## config.mk

```make
export PLATFORM = sky130hd
export DESIGN_NAME = aurora_tx_gearbox_66to32
export DESIGN_NICKNAME = d
export VERILOG_FILES = /design/src/rtl/aurora_tx_pkg.sv /design/src/rtl/aurora_gb_insert_shift.sv /design/src/rtl/aurora_tx_gearbox_66to32.sv
export SDC_FILE = /design/constraint.sdc
export NUM_CORES = 1
export LEC_CHECK = 0
export ABC_CLOCK_PERIOD_IN_PS = 4900
export CORE_MARGIN = 2
export CORE_UTILIZATION = 48
export DETAILED_ROUTE_END_ITERATION = 12
export PLACE_DENSITY = 0.71
export SLEW_MARGIN = 0
export SYNTH_ARGS = -nofsm -noshare
export SYNTH_HDL_FRONTEND = slang
export SYNTH_HIERARCHICAL = 1
export SYNTH_SLANG_ARGS = --single-unit
```

## constraint.sdc

```tcl
create_clock -name Clk -period 4.9 [get_ports Clk]
set_clock_uncertainty 0.05 [all_clocks]
set_input_delay 0.98 -clock Clk [delete_from_list [all_inputs] [get_ports Clk]]
set_output_delay 0.98 -clock Clk [all_outputs]
set_load 0.03 [all_outputs]
```

## src/rtl/aurora_tx_pkg.sv

```systemverilog
// Shared constants and types for the Aurora 64b/66b TX lane.
// Block and SerDes word widths, sync headers, block type.
package aurora_tx_pkg;

    localparam int AURORA_BLOCK_W  = 66;
    localparam int AURORA_SERDES_W = 32;
    localparam int AURORA_FILL_W   = 7;

    localparam logic [1:0] AURORA_SYNC_DATA = 2'b01;
    localparam logic [1:0] AURORA_SYNC_CTRL = 2'b10;

    typedef logic [AURORA_BLOCK_W-1:0] aurora_block_t;

endpackage

```

## src/rtl/aurora_gb_insert_shift.sv

```systemverilog
// Gearbox datapath: optional block insert at the fill offset,
// then split into the outgoing word and the remaining buffer.
module aurora_gb_insert_shift
    import aurora_tx_pkg::*;
#(
    parameter int IN_W  = AURORA_BLOCK_W,
    parameter int OUT_W = AURORA_SERDES_W,
    parameter int BUF_W = IN_W + OUT_W - 1
) (
    input  logic [BUF_W-1:0]         buf_q,
    input  logic [AURORA_FILL_W-1:0] fill,
    input  logic [IN_W-1:0]          data_in,
    input  logic                     load,
    output logic [BUF_W-1:0]         buf_next,
    output logic [OUT_W-1:0]         word
);

    logic [BUF_W-1:0] keep_mask;
    logic [BUF_W-1:0] ins;
    logic [BUF_W-1:0] t;

    // Bits above the fill level are cleared before the OR so no stale data leaks in.
    always_comb begin
        keep_mask = ~({BUF_W{1'b1}} << fill);
        ins       = {{(BUF_W-IN_W){1'b0}}, data_in} << fill;
        t         = load ? ((buf_q & keep_mask) | ins) : buf_q;
        buf_next  = t >> OUT_W;
        word      = t[OUT_W-1:0];
    end

endmodule

```

## src/rtl/aurora_tx_gearbox_66to32.sv

```systemverilog
// TX gearbox: packs 66-bit scrambled blocks into gapless 32-bit words.
// BlockReq is the combinational advance enable for the scrambler.
module aurora_tx_gearbox_66to32
    import aurora_tx_pkg::*;
#(
    parameter int IN_W  = AURORA_BLOCK_W,
    parameter int OUT_W = AURORA_SERDES_W
) (
    input  logic                     Clk,
    input  logic                     Rst,
    input  logic                     OutEna,
    input  logic [IN_W-1:0]          DataIn,
    output logic                     BlockReq,
    output logic [OUT_W-1:0]         DataOut,
    output logic                     DataOutValid,
    output logic [AURORA_FILL_W-1:0] FillLevel
);

    localparam int BUF_W = IN_W + OUT_W - 1;

    localparam logic [AURORA_FILL_W-1:0] FILL_INC = AURORA_FILL_W'(IN_W - OUT_W);
    localparam logic [AURORA_FILL_W-1:0] FILL_DEC = AURORA_FILL_W'(OUT_W);

    logic [BUF_W-1:0]         buf_q;
    logic [BUF_W-1:0]         buf_next;
    logic [OUT_W-1:0]         word;
    logic [AURORA_FILL_W-1:0] fill_q;
    logic                     need_block;

    assign need_block = fill_q < FILL_DEC;
    assign BlockReq   = OutEna && need_block && !Rst;

    aurora_gb_insert_shift #(
        .IN_W  (IN_W),
        .OUT_W (OUT_W),
        .BUF_W (BUF_W)
    ) u_insert_shift (
        .buf_q    (buf_q),
        .fill     (fill_q),
        .data_in  (DataIn),
        .load     (BlockReq),
        .buf_next (buf_next),
        .word     (word)
    );

    always_ff @(posedge Clk or posedge Rst) begin
        if (Rst) begin
            buf_q        <= '0;
            fill_q       <= '0;
            DataOut      <= '0;
            DataOutValid <= 1'b0;
        end else if (OutEna) begin
            buf_q        <= buf_next;
            DataOut      <= word;
            DataOutValid <= 1'b1;
            fill_q       <= need_block ? fill_q + FILL_INC : fill_q - FILL_DEC;
        end else begin
            DataOutValid <= 1'b0;
        end
    end

    assign FillLevel = fill_q;

endmodule
```

After elaboration in Yosys (flattened, before gate mapping)
Index checks and enable logic that the tools add are counted.
{"block": "totals", "reg_bits": 105, "out_inout_bits": 41, "in_bits": 69, "elab_cells": 18}
{"block": "classes", "n_shift": 2, "order_cmp": 1, "n_reduce_logical": 3, "n_mux": 3, "add_sub_neg": 2, "bitwise": 3}
{"op": "$and 65x97->97", "count": 1}
{"op": "$mux 97", "count": 1}
{"op": "$not 97->97", "count": 1}
{"op": "$or 97x97->97", "count": 1}
{"op": "$shl 66x7->97", "count": 1}
{"op": "$shl 97x7->97 const A", "count": 1}
{"op": "$add 7x6->7 const B", "count": 1}
{"op": "$lt 7x6->1 const B", "count": 1}
{"op": "$mux 7", "count": 1}
{"op": "$sub 7x6->7 const B", "count": 1}
{"op": "$logic_and 1x1->1", "count": 2}
{"op": "$logic_not 1->1", "count": 1}
{"op": "$mux 1", "count": 1}

Longest topological paths before layout
{"block": "depth", "word_depth": 5, "ltp_mapped": 13, "mapped_depth_nobuf": 10}

Modules after synthesis
The synthesis kept the hierarchy.
{"mod": "aurora_gb_insert_shift", "instances": 1, "area_each_um2": 8112.8, "seq_area_each_um2": 0.0, "cells_per_inst": 1033}
{"mod": "aurora_tx_gearbox_66to32", "instances": 1, "area_each_um2": 5158.7, "seq_area_each_um2": 3403.3, "cells_per_inst": 305}

Worst setup path after synthesis
OpenSTA, ideal clock, no wires.
{"block": "synth_path", "path_kind": "input -> register", "start": "input OutEna", "end": "register buf_q[27]", "setup_slack_ns": 1.232, "setup_time_ns": 0.125, "path_buffers": 5, "arrival_time_ns": 3.493, "path_stages": 12, "t_required_ns": 4.725, "path_cell_list": "buf_2 -> nand2_1 -> nor2_1 -> clkbuf_1 -> nor2b_1 -> clkbuf_1 -> clkbuf_1 -> buf_1 -> o21ai_0 -> nand2_1 -> o221ai_1 -> mux2_2"}
{"block": "synth_between", "elab_chain_len": 3}
{"item": "start: declaration", "line_no": "aurora_tx_gearbox_66to32.sv:11", "text": "input logic OutEna,"}
{"item": "$logic_and 1x1->1 (2 in series)", "line_no": "aurora_tx_gearbox_66to32.sv:31", "text": "assign BlockReq = OutEna && need_block && !Rst;"}
{"item": "net BlockReq", "line_no": "aurora_tx_gearbox_66to32.sv:13", "text": "output logic BlockReq,"}
{"item": "$mux 97", "line_no": "aurora_gb_insert_shift.sv:26", "text": "t = load ? ((buf_q & keep_mask) | ins) : buf_q;"}
{"item": "net buf_next[27]", "line_no": "aurora_tx_gearbox_66to32.sv:25", "text": "logic [BUF_W-1:0] buf_next;"}
{"item": "end signal: assignment", "line_no": "aurora_tx_gearbox_66to32.sv:53", "text": "buf_q <= buf_next;"}
{"item": "end: declaration", "line_no": "aurora_tx_gearbox_66to32.sv:24", "text": "logic [BUF_W-1:0] buf_q;"}
The timed path passes the listed nets, and every way through them passes these cells.
A chain may end at the register's enable or synchronous reset.

Final worst setup path
{"block": "layout_path", "start": "register fill_q[1] (netlist: FillLevel[1])", "end": "register buf_q[57]"}
{"block": "layout_between", "elab_chain_len": 5, "word_cells_on_any_way": 9, "classes_between": "1 x order compare; 2 x shift; 1 x mux; 3 x bitwise; 2 x reduce/logical"}
{"item": "start: declaration", "line_no": "aurora_tx_gearbox_66to32.sv:27", "text": "logic [AURORA_FILL_W-1:0] fill_q;"}
{"item": "start signal: assignment", "line_no": "aurora_tx_gearbox_66to32.sv:56", "text": "fill_q <= need_block ? fill_q + FILL_INC : fill_q - FILL_DEC;"}
{"item": "$shl 97x7->97", "line_no": "aurora_gb_insert_shift.sv:24", "text": "keep_mask = ~({BUF_W{1'b1}} << fill);"}
{"item": "$not 97->97", "line_no": "aurora_gb_insert_shift.sv:24"}
{"item": "$and 65x97->97", "line_no": "aurora_gb_insert_shift.sv:26"}
{"item": "$or 97x97->97", "line_no": "aurora_gb_insert_shift.sv:26"}
{"item": "$mux 97 (*)", "line_no": "aurora_gb_insert_shift.sv:26"}
{"item": "net buf_next[57]", "line_no": "aurora_tx_gearbox_66to32.sv:25"}
Mark *: on every way through the listed nets, which the timed path passes. The rest lies on a longest branch.

==> summary.txt <==
Yosys
  • Top FF cell, synth: dfrtp_1
  • Syn Inst Count: 1338
  • Ys Warns: 6
  • Cell area after synthesis: between 10000 and 15000 um2
  • Post-synth EDFFs: 0
  • Synth cell types: between 70 and 80
  • Synthesized area per cell: 9.92 um2
  • Async S/R FF share, synth: between 90% and 100%
  • Sequential share of the synthesized area: 25.6%
  • #FFs+latches synth: 136

CTS
  • Worst-path clk slew: 70 ps
  • Cts hold-fix bufs: 0
  • Clock Path Buffers: 2
  • H-Tree Depth: 4
  • Root buffer cell: clkbuf_16
  • CTS tree: done
  • Later-pin clock latency in the skew report: 450 ps
  • TritonCTS Sinks: 136
  • Setup Buffers After CTS: 0
  • Inserted Clock Buffers: 17
  • Cts repair resizes: 0

Floorplanning
  • Num rows: 60
  • Top-level port count: 110
  • Die height: around 170 um
  • Die ar.: 29000 um2
  • Chip Width: between 150 and 200 um
  • CORE AREA: between 20000 and 30000 um2
  • Starting density of the core: 49.1%

Critical path
  • Critical path capture point type: flip-flop
  • Critical path data arrival time: around 4200 ps
  • CP Class: reg2reg
  • Top cell by count, worst path: mux2_2
  • Critical Path Start Type: flip-flop
  • Slowest stage cell, crit path: dfrtp_4
  • Critical Path RT: around 5200 ps
  • Cells along the critical path: buf_12 -> mux4_2 -> mux2_2 -> o21ai_1 -> a21oi_1 -> a221o_1 -> mux2_2
  • CP Max Fanout: 46
  • CP peak stage delay: approximately 930 ps

Layout
  • Most common cell after layout, fill and taps aside: mux2_2
  • Most frequent cells in the layout: 196 x mux2_2, 132 x dfrtp_1, 109 x o21ai_0, 107 x clkdlybuf4s50_1, 93 x nand2_1
  • Area delta synth->final: 12.5%
  • NumNets Final: between 1000 and 1500
  • Number of fill cells: 2387
  • Share of layout cells above drive strength 1: a little over a quarter

Job
  • Max-cap violations: 0

GRT
  • Number of global-route vias before repair: 12200
  • Largest net degree at the start of global routing: 83
  • First-pass GRT wire length: ~80000 um
  • Overflow after GRT: 0
  • Initial antenna violation count: 0
  • All-Layer GR Usage: 37.7%

Routing
  • Drt pass-1 iters: 7
  • 1st-iter DRT viols: ~2100
  • Vias: between 10000 and 15000
  • Vias per cell: 7.34
  • DRC violations left: 0
  • Final wirelength: around 54000 um
  • Average routed wire per standard cell: 31.1 um
  • Routed Antenna Nets: 0

Timing
  • Fmax: 255 MHz
  • Slew HR: 12.0%
  • Worst hold slack: 454 ps
  • Final setup vio count: 0
  • Max Slew Vio Count: 0
  • Final Hold Violating Endpoints: 0
  • Slew at the pin closest to its max-slew limit: 1320 ps
  • Min Clock Period, post-route: approximately 3900 ps
  • Setup_tns: 0 ps
  • RSZ-0062 raised after global routing: false
  • Fin crit share: 80.0%

Worst hold path
  • Min-delay worst type: reg2reg

Power
  • Peak VDD IR: 0.734 mV
  • PwrDens: 722 nW/um2
  • Lkg Pwr: 0.00578 uW

Place
  • Count of buffers from port buffering: approximately 110
  • Post-detail-place hpwl: 38800 um
  • Placer Congestion: approximately 1.1

Status
  • Run status: finished, final reports clean
-- flip-flops by register name, summed over array words and instances, names as in the netlist --
name          cells
DataOutValid      1
DataOut          32
FillLevel         6
buf_q            97
-- layout make-up --
class	count	area, um2	share of cell area, %
clock inverters	12	165	1.11
inverters	18	72.6	0.486
repair buffers	143	1380	9.23
well taps	341	427	2.86
multi-input cells	1062	9030	60.4
diodes	2	5.00	0.0335
clock buffers	20	447	2.99
flip-flops and latches	136	3410	22.9
-- worst max-delay path, delay by kind of cell, from the launching register on --
family                 cells  cell delay (ps)
flip-flops                 1              930
buffers and inverters      1              310
AO/OA/AOI/OAI              3             1340
multiplexers               3             1140
-- path summary, 6_finish.rpt --
check	startpoint	endpoint	slack [ps]	cells past startpoint
max	FillLevel[1]	buf_q[57]	980	7
min	buf_q[9]	buf_q[9]	450	1
max reg2reg	FillLevel[1]	buf_q[57]	980	7
min reg2reg	buf_q[9]	buf_q[9]	450	1
max in group asynchronous	Rst	buf_q[91]	2930	3
min in group asynchronous	Rst	buf_q[11]	1020	2
-- synthesized netlist by cell type, drive strengths merged (6+ instances only) --
| cell | count | area share [%] |
|---|---|---|
| o221ai | 19 | 1.3 |
| a31oi | 12 | 0.57 |
| a32o | 8 | 0.60 |
| o31ai | 12 | 0.68 |
| a211o | 8 | 0.53 |
| inv | 16 | 0.45 |
| nor3 | 17 | 0.64 |
| a32oi | 7 | 0.46 |
| dfrtp | 136 | 26 |
| o211ai | 23 | 1.3 |
| o21ai | 115 | 4.3 |
| a221o | 14 | 1.1 |
| o22ai | 14 | 0.66 |
| a21o | 9 | 0.51 |
| nor2 | 67 | 1.9 |
| clkbuf | 60 | 1.7 |
| mux2 | 196 | 17 |
| a21oi | 58 | 2.2 |
| o211a | 6 | 0.45 |
| or2 | 8 | 0.38 |
| mux4 | 86 | 15 |
| a211oi | 8 | 0.45 |
| a22o | 6 | 0.40 |
| a221oi | 13 | 0.91 |
| nand2b | 9 | 0.42 |
| a2bb2oi | 7 | 0.46 |
| buf | 96 | 5.1 |
| a22oi | 15 | 0.85 |
| nor2b | 13 | 0.61 |
| and2 | 15 | 0.71 |
| mux2i | 70 | 5.3 |
| nand2 | 93 | 2.6 |
| nand4 | 6 | 0.28 |
| nand3 | 28 | 1.1 |
-- stage by stage --
step	setup slack [ps]	area [um2]	util (%)	cells	total power [uW]
2_1_floorplan	231	13400	-	1372	6660
3_3_place_gp	893	14300	53.0	1700	8950
3_5_place_dp	870	14300	53.0	1700	8990
4_1_cts	1080	14900	55.2	1732	10400
5_1_grt	935	14900	55.2	1732	11100
6_report	980	14900	55.3	1734	10800
-- power breakdown --
group	total, uW	internal, uW	switching [uW]	leakage [uW]
Sequential	2030	1560	470	0.00162
Clock	1370	821	551	0.000288
Combinational	7380	2870	4510	0.00388
-- cells by family (layout without fill, tap and decap cells) --
| family | Yosys count | after routing | share of synthesized area, % |
|---|---|---|---|
| AOI/OAI and AO/OA | 394 | 394 | 20.4 |
| muxes | 352 | 352 | 36.5 |
| and+or+nand+nor | 274 | 274 | 9.60 |
| buffers and inverters | 174 | 193 | 7.35 |
| DFF | 136 | 136 | 25.6 |
| xor gates and xnor gates | 4 | 4 | 0.264 |
| adders and majority gates | 2 | 2 | 0.189 |
| other | 2 | 38 | 0.0566 |
-- metal layers --
metal,up-vias,part of all wire [%],GRT usage (%)
met5,-,0.14,1.91
met4,2,6.2,20.3
met3,220,13,12.9
met2,1023,42,54.8
met1,6251,38,49.2
li1,5236,-,-
Power figures use the tool's default switching activity.
